==> src/rtl/imm_decode_stage.sv <==
// -----------------------------------------------------------------------------
// imm_decode_stage
//   Registered immediate-decode stage between fetch and execute. Decodes the
//   immediate, format code and illegal flag of a raw RISC-V instruction and
//   presents them one cycle later together with the PC and pc+imm target.
//   A two-entry buffer (output register O + skid register S) keeps one
//   instruction per cycle flowing under back-pressure, with in_ready driven
//   purely from registers.
//
// Parameters
//   XLEN       datapath width, 32 or 64
//   PC_ADJUST  constant subtracted from B/J immediates (fetch-ahead offset)
//
// Ports
//   clk, rst_n          clock, asynchronous active-low reset
//   flush               synchronous discard of O and S (drops same-cycle input)
//   in_valid/in_ready   input handshake; in_ready is registered
//   in_instr, in_pc     instruction word and its address
//   out_valid/out_ready output handshake
//   out_imm, out_fmt    decoded immediate and format code
//   out_illegal         unsupported encoding (entry still passed through)
//   out_pc, out_target  PC of presented entry and out_pc + out_imm
// -----------------------------------------------------------------------------
module imm_decode_stage #(
    parameter int XLEN      = 32,
    parameter int PC_ADJUST = 4
) (
    input  logic            clk,
    input  logic            rst_n,
    input  logic            flush,
    input  logic            in_valid,
    output logic            in_ready,
    input  logic [31:0]     in_instr,
    input  logic [XLEN-1:0] in_pc,
    output logic            out_valid,
    input  logic            out_ready,
    output logic [XLEN-1:0] out_imm,
    output logic [2:0]      out_fmt,
    output logic            out_illegal,
    output logic [XLEN-1:0] out_pc,
    output logic [XLEN-1:0] out_target
);

    localparam bit RV64 = (XLEN == 64);

    localparam logic [2:0] FMT_NONE  = 3'd0;
    localparam logic [2:0] FMT_I     = 3'd1;
    localparam logic [2:0] FMT_S     = 3'd2;
    localparam logic [2:0] FMT_B     = 3'd3;
    localparam logic [2:0] FMT_U     = 3'd4;
    localparam logic [2:0] FMT_J     = 3'd5;
    localparam logic [2:0] FMT_SHAMT = 3'd6;
    localparam logic [2:0] FMT_CSR   = 3'd7;

    typedef struct packed {
        logic [XLEN-1:0] imm;
        logic [2:0]      fmt;
        logic            ill;
        logic [XLEN-1:0] pc;
    } entry_t;

    // ------------------------------------------------------------------
    // Decode. Every candidate immediate is formed at 64 bits and truncated
    // to XLEN at the end, so sign extension and the PC_ADJUST subtraction
    // behave identically for both widths (arithmetic is mod 2^XLEN).
    // ------------------------------------------------------------------
    logic [31:0] ins;
    logic [2:0]  funct3;
    logic        is_shift;
    logic        shamt_ok;
    logic [63:0] imm_i, imm_s, imm_b, imm_j, imm_u, imm_csr, imm_sh;

    assign ins      = in_instr;
    assign funct3   = ins[14:12];
    assign is_shift = (funct3 == 3'b001) || (funct3 == 3'b101);
    // RV32 only has 5-bit shift amounts; bit 25 set is not a valid encoding.
    assign shamt_ok = RV64 || !ins[25];

    assign imm_i   = {{52{ins[31]}}, ins[31:20]};
    assign imm_s   = {{52{ins[31]}}, ins[31:25], ins[11:7]};
    assign imm_b   = {{51{ins[31]}}, ins[31], ins[7], ins[30:25], ins[11:8], 1'b0}
                     - 64'(PC_ADJUST);
    assign imm_j   = {{43{ins[31]}}, ins[31], ins[19:12], ins[20], ins[30:21], 1'b0}
                     - 64'(PC_ADJUST);
    assign imm_u   = {{32{ins[31]}}, ins[31:12], 12'h000};
    assign imm_csr = {52'd0, ins[31:20]};
    assign imm_sh  = RV64 ? {58'd0, ins[25:20]} : {59'd0, ins[24:20]};

    logic [63:0] dec_imm64;
    logic [2:0]  dec_fmt;
    logic        dec_ill;
    entry_t      dec_e;

    always_comb begin
        dec_imm64 = '0;
        dec_fmt   = FMT_NONE;
        dec_ill   = 1'b0;
        case (ins[6:0])
            7'b0000011, 7'b0001111, 7'b1100111: begin   // LOAD, MISC-MEM, JALR
                dec_fmt   = FMT_I;
                dec_imm64 = imm_i;
            end
            7'b0010011, 7'b0011011: begin               // OP-IMM, OP-IMM-32
                if (ins[6:0] == 7'b0011011 && !RV64) begin
                    dec_ill = 1'b1;
                end else if (is_shift) begin
                    if (shamt_ok) begin
                        dec_fmt   = FMT_SHAMT;
                        dec_imm64 = imm_sh;
                    end else begin
                        dec_ill = 1'b1;
                    end
                end else begin
                    dec_fmt   = FMT_I;
                    dec_imm64 = imm_i;
                end
            end
            7'b0100011: begin                           // STORE
                dec_fmt   = FMT_S;
                dec_imm64 = imm_s;
            end
            7'b1100011: begin                           // BRANCH
                dec_fmt   = FMT_B;
                dec_imm64 = imm_b;
            end
            7'b1101111: begin                           // JAL
                dec_fmt   = FMT_J;
                dec_imm64 = imm_j;
            end
            7'b0110111, 7'b0010111: begin               // LUI, AUIPC
                dec_fmt   = FMT_U;
                dec_imm64 = imm_u;
            end
            7'b1110011: begin                           // SYSTEM
                dec_fmt   = FMT_CSR;
                dec_imm64 = imm_csr;
            end
            7'b0110011: ;                               // OP: legal, no immediate
            7'b0111011: dec_ill = !RV64;                // OP-32
            default:    dec_ill = 1'b1;                 // includes instr[1:0] != 2'b11
        endcase
    end

    assign dec_e.imm = XLEN'(dec_imm64);
    assign dec_e.fmt = dec_fmt;
    assign dec_e.ill = dec_ill;
    assign dec_e.pc  = in_pc;

    // ------------------------------------------------------------------
    // Output register O + skid register S.
    // S is only ever occupied while O is, and in_ready is simply "S empty",
    // so an accepted input never collides with an S->O move.
    // ------------------------------------------------------------------
    entry_t o_q, o_d, s_q, s_d;
    logic   o_vld_q, o_vld_d, s_vld_q, s_vld_d;
    logic   in_fire, out_fire;

    assign in_ready = !s_vld_q;
    assign in_fire  = in_valid && in_ready;
    assign out_fire = o_vld_q && out_ready;

    always_comb begin
        o_d     = o_q;
        s_d     = s_q;
        o_vld_d = o_vld_q;
        s_vld_d = s_vld_q;
        if (flush) begin
            o_vld_d = 1'b0;
            s_vld_d = 1'b0;
        end else begin
            if (out_fire) begin
                if (s_vld_q) begin
                    o_d     = s_q;
                    s_vld_d = 1'b0;
                end else begin
                    o_vld_d = 1'b0;
                end
            end
            // o_vld_d already reflects this cycle's output transfer.
            if (in_fire) begin
                if (!o_vld_d) begin
                    o_d     = dec_e;
                    o_vld_d = 1'b1;
                end else begin
                    s_d     = dec_e;
                    s_vld_d = 1'b1;
                end
            end
        end
    end

    always_ff @(posedge clk or negedge rst_n) begin
        if (!rst_n) begin
            o_q     <= '0;
            s_q     <= '0;
            o_vld_q <= 1'b0;
            s_vld_q <= 1'b0;
        end else begin
            o_q     <= o_d;
            s_q     <= s_d;
            o_vld_q <= o_vld_d;
            s_vld_q <= s_vld_d;
        end
    end

    assign out_valid   = o_vld_q;
    assign out_imm     = o_q.imm;
    assign out_fmt     = o_q.fmt;
    assign out_illegal = o_q.ill;
    assign out_pc      = o_q.pc;
    assign out_target  = o_q.pc + o_q.imm;

endmodule

==> config.mk <==
export PLATFORM = sky130hd
export DESIGN_NAME = imm_decode_stage
export DESIGN_NICKNAME = d
export VERILOG_FILES = /design/src/rtl/imm_decode_stage.sv
export SDC_FILE = /design/constraint.sdc
export NUM_CORES = 1
export LEC_CHECK = 0
export BUFFER_PORTS_ARGS = -buffer_cell sky130_fd_sc_hd__buf_4
export CAP_MARGIN = 20
export CORE_MARGIN = 8
export CORE_UTILIZATION = 45
export DETAILED_ROUTE_END_ITERATION = 10
export PLACE_DENSITY = 0.76
export SLEW_MARGIN = 30
export SYNTH_ARGS = -nofsm -noshare
export SYNTH_HDL_FRONTEND = slang
export SYNTH_SLANG_ARGS = --single-unit
==> constraint.sdc <==
create_clock -name clk -period 2.5 [get_ports clk]
set_clock_uncertainty 0.1 [all_clocks]
set_input_delay 0.25 -clock clk [delete_from_list [all_inputs] [get_ports clk]]
set_output_delay 0.25 -clock clk [all_outputs]
set_load 0.05 [all_outputs]
**Yosys cells after proc, flatten, opt, wreduce, memory -nomap -nowiden**

Cells that the tools add are included.

- Flip-flop bits (word level): 138
- Input bits: 69
- Output and inout port bits: 102
- Word-level logic and storage cells: 62

- Add/sub/neg operators: 3
- Eq/ne operators: 14
- Mux-type cells: 25
- Bitwise logic cells: 1
- Reduce and logical (&&, ||, !) cells: 9

Operator list:

| kind | number |
|---|---|
| 68-bit 2-to-1 mux | 4 |
| 32-bit one-hot mux with 7 select lines | 1 |
| 32-bit 2-to-1 mux | 2 |
| 32-bit adder | 1 |
| 7-bit == test, second input constant | 4 |
| 21-bit by 4-bit subtractor with 22-bit output, second input constant | 1 |
| 7-bit by 5-bit == test with 1-bit output, second input constant | 3 |
| 7-bit by 6-bit == test with 1-bit output, second input constant | 3 |
| 3-bit one-hot mux with 7 select lines | 1 |
| 13-bit by 4-bit subtractor with 14-bit output, second input constant | 1 |
| 1-bit 2-to-1 mux | 12 |
| 10-bit OR reduction | 1 |
| 3-bit 2-to-1 mux | 3 |
| 7-bit by 2-bit == test with 1-bit output, second input constant | 1 |
| 7-bit by 4-bit == test with 1-bit output, second input constant | 1 |
| 5-bit 2-to-1 mux | 1 |
| 2-bit OR reduction | 2 |
| 3-bit by 1-bit == test with 1-bit output, second input constant | 1 |
| 3-bit == test, second input constant | 1 |
| 3-bit AND reduction | 1 |
| 3-bit OR reduction | 1 |
| 1-bit logical AND | 2 |
| 1-bit one-hot mux with 2 select lines | 1 |
| 1-bit logical NOT | 1 |
| 2 further kinds | 2 |

**Logic depth before layout (Yosys ltp)**

- Word-level depth: 7
- Gate-level depth with buffers: 10
- Gate-level depth less buffers: 10

**Worst setup path before layout**

OpenSTA, ideal clock, no wires.

- Path kind: reg2out
- Start point: reg o_q (netlist bit out_imm[4])
- End point: out out_target[25]
- Arrival time: 3.724 ns
- Data required time: 2.150 ns
- Slack: -1.574 ns
- Cell stages (with the launch flop): 8
- Path buffers: 0
- Cell sequence: dfrtp_1 ha_1 o211ai_1 o21bai_1 o2111ai_1 a31oi_1 o21ai_0 o311ai_0

- Word-level cells in the longest chain between the ends: 1

RTL lines:

| item | line | text |
|---|---|---|
| start: declaration | 154 | `entry_t o_q, o_d, s_q, s_d;` |
| start signal: assignment | 194 | `o_q <= '0;` |
| start signal: assignment | 199 | `o_q <= o_d;` |
| 32-bit adder | 211 | `assign out_target = o_q.pc + o_q.imm;` |
| end: declaration | 41 | `output logic [XLEN-1:0] out_target` |

No other way between the ends.

**Worst setup path in the final report**

- Start point: reg o_q (netlist bit out_imm[8])
- End point: out out_target[30]

Same word-level chain as after synthesis.

==> results.toml <==
[yosys]
synth.distinct_cells = 66
synth_warnings = 0
synth_largest_area_cell = "dfrtp_1"
synth_ff_type = "dfrtp_1"
async_reset_ff_frac = 1.00
ys_seq_area_frac = 0.417
syn-cell-area_um2 = 8290
synth_edf_count = 0
syn_inst = 957
yosys.area.top_type_share = 0.417
ys_seq_elements = 138
yosys-top-cells-area = "dfrtp_1 42%, nand2_1 7.9%, o22a_1 7.3%"
syn_area_per_cell_um2 = 8.66
synth_commonest_cells = "174 x nand2_1, 138 x dfrtp_1, 93 x a21oi_1"
yosysMostFrequentCell = "nand2_1"
syn-num-nets = 1060

[pwr]
p_int_mw = 7.72
peakVddDrop_v = 0.00152
seqPwrFrac = 0.207
combPwrFrac = 0.625
p_leak_nw = 5.84
p_per_area_nw_per_um2 = 1120
switching_share = 0.476
switchingPower_mw = 7.00
clkPwrFrac = 0.168

[timing]
min_period_over_period = 1.36
max_freq_mhz = 293
tightest_slew_ns = 0.810
rsz0062_at_grt = "yes"
finalHoldViolCount = 0
fin_crit_ns = 3.41
worst_slack_ns = -0.912
drv_slew = 0
setup_violations = 27
max-slew-margin-rel = 0.458

[placement]
post-place-ws_ns = -0.430
hpwl_um = 23000
port_buffers = 170
place_inst = 1473
place_area_um2 = 11500
place_congestion = 0.971

[clock_tree]
cts-root-buf = "clkbuf_16"
clkTransAtPathRegs_ns = 0.07
clkSinkCount = 138
htreeDepth = 4
tritoncts = "done"
max-clock-path-buffers = 2
numCtsBuffers = 17
insertion_delay_ns = 0.43

[setup_path]
r2r-start = "s_vld_q$_DFF_PN0_"
crit_chain = "ha_1 -> nand2_1 -> a2111o_1 -> a31o_4 -> a31oi_4 -> a211oi_4 -> o41ai_4 -> xor2_2 -> buf_6"
crit_buf_inv = 1
max_stage_delay_ns = 0.42
cp.required_ns = 2.15
path_delay_family = "compound AO/OA/AOI/OAI gates"
criticalPathCategory = "reg -> out"
cp_slowest_cell = "a2111o_1"
critical_path.startpoint = "out_imm[8]$_DFFE_PN0N_"
critPathCaptureType = "output pin"
startpoint_type = "flip-flop"
critPathArrivalTime_ns = 3.06
critical_path.max_fanout = 4

[status]
violations = "setup timing"
status = "complete, but fails checks"

[floorplanning]
fp.dieH_um = 152
fp.coreArea_um2 = 18000
die-area_um2 = 23000
rows = 49
die_x_um = 152
floorplan.initialDensity = 0.460
io_pins = 171

[min_path]
hp-class = "in -> reg"
min_from = "in_instr[29]"

[finish]
fill_cells = 1211
finalInstanceArea_um2 = 13200
area_delta_synth_final_pct = 59.1
multiInputGateArea_um2 = 5520
diodes = 0
finish.utilization = 0.732
seqCellArea_um2 = 3490
fin_cells = 1553
drive_gt1_frac = 0.408
fin_nets = 1414

[global_routing]
grt_pass1_vias = 9193
track_usage = 0.281
antenna_found_initial = 1
grt_max_degree = 82
grt_first_pass_wirelength_um = 50100
gr-total-overflow = 0

[drt]
avgRoutedWirePerCell_um = 22.4
via_per_inst = 6.10
dr.pass1.iters = 7
drtIter0Drc = 928
drc = 0
vias = 9475
antenna_left = 0
routed_wl_um = 34800

[job]
max-cap-violations = 0
==> stage by stage <==
| stage | total power [mW] | hold slack (ns) | setup TNS [ns] |
|---|---|---|---|
| 3_3_place_gp | 10.6 | 0.0461 | -5.56 |
| 6_report | 14.7 | 0.0582 | -16.64 |
| 4_1_cts | 13.9 | 0.0535 | -13.63 |
| 3_5_place_dp | 10.7 | 0.0521 | -6.76 |
| 5_1_grt | 15.2 | 0.0575 | -18.27 |
| 2_1_floorplan | 7.94 | -0.146 | -5.03 |
==> kinds of logic after synthesis <==
| logic type | Yosys count | share of synthesized area |
|---|---|---|
| compound gates | 333 | 0.269 |
| mux | 3 | 0.00377 |
| xor+xnor | 37 | 0.0391 |
| fa+ha+maj | 34 | 0.0522 |
| simple gates | 331 | 0.181 |
| buf+inv | 81 | 0.0383 |
| flops | 138 | 0.417 |
==> cell type report <==
class	count	share of cell area
Inverter	23	0.00655
Sequential cell	138	0.265
Timing Repair Buffer	393	0.245
Multi-Input combinational cell	738	0.419
Clock inverter	15	0.0111
Tap cell	229	0.0217
Clock buffer	17	0.0323
==> flip-flops by register name, summed over array words and instances (netlist names) <==
register     flops
s_q             68
out_imm         32
out_pc          32
out_fmt          3
out_illegal      1
out_valid        1
s_vld_q          1
==> cell usage in the layout (no fill, tap or decap), types with 7 or more instances in the layout <==
cell type / n
nand2b_1: 9
nor2_1: 47
nor4_1: 8
a211oi_1: 8
ha_4: 13
nor3_1: 19
a21o_1: 10
dfrtp_2: 29
o22a_1: 69
ha_1: 18
o211ai_1: 7
a21oi_1: 82
xnor2_2: 8
or3_1: 7
dlygate4sd3_1: 34
dfrtp_1: 109
o22ai_1: 26
xnor2_1: 7
nand3_1: 12
buf_6: 44
clkbuf_16: 17
buf_4: 312
xor2_2: 9
o21ai_0: 42
nand2_1: 168
inv_1: 22
==> worst reg2reg max path, delay by kind of cell (launching register included) <==
kind	cells	cell delay, ns
DFF	1	0.43
buffers and inverters	1	0.19
AOI/OAI and AO/OA	1	0.16
and+or+nand+nor	3	1.28
==> final timing paths <==
path / depth (start not counted) / slack [ns] / end
max: 9 / -0.91 / out_target[30]
min reg2reg: 2 / 0.38 / s_q[15]$_DFFE_PN0P_
min in group asynchronous: 2 / 0.16 / s_q[43]$_DFFE_PN0P_
max in group asynchronous: 3 / 1.39 / s_q[67]$_DFFE_PN0P_
max reg2reg: 5 / 0.21 / s_q[64]$_DFFE_PN0P_
min: 3 / 0.06 / s_q[65]$_DFFE_PN0P_
==> power groups by stage <==
stage,registers (mW),logic [mW],clock network (mW)
after detailed placement,3.05,7.64,0
after global placement,3.02,7.55,0
after floorplan,3.76,4.18,0
after CTS,3.01,8.42,2.48
after global routing,3.08,9.53,2.57
final,3.05,9.20,2.47
==> metal layers <==
metal  vias to the layer above  track usage  routed length (um)
li1                       4208            -                   -
met1                      4607        0.360               13800
met2                       549        0.461               16800
met3                       109       0.0570                3070
met4                         2        0.102                1130
met5                         -            0                   9
==> repair_timing <==
item	4_1_cts	5_1_grt
hold endpoints to repair	62	0
setup buffers	8	12
setup endpoints to repair	26	29
pin swaps	28	35
hold buffers	34	0
resized for setup	87	61
(Power assumes the default switching activity.)
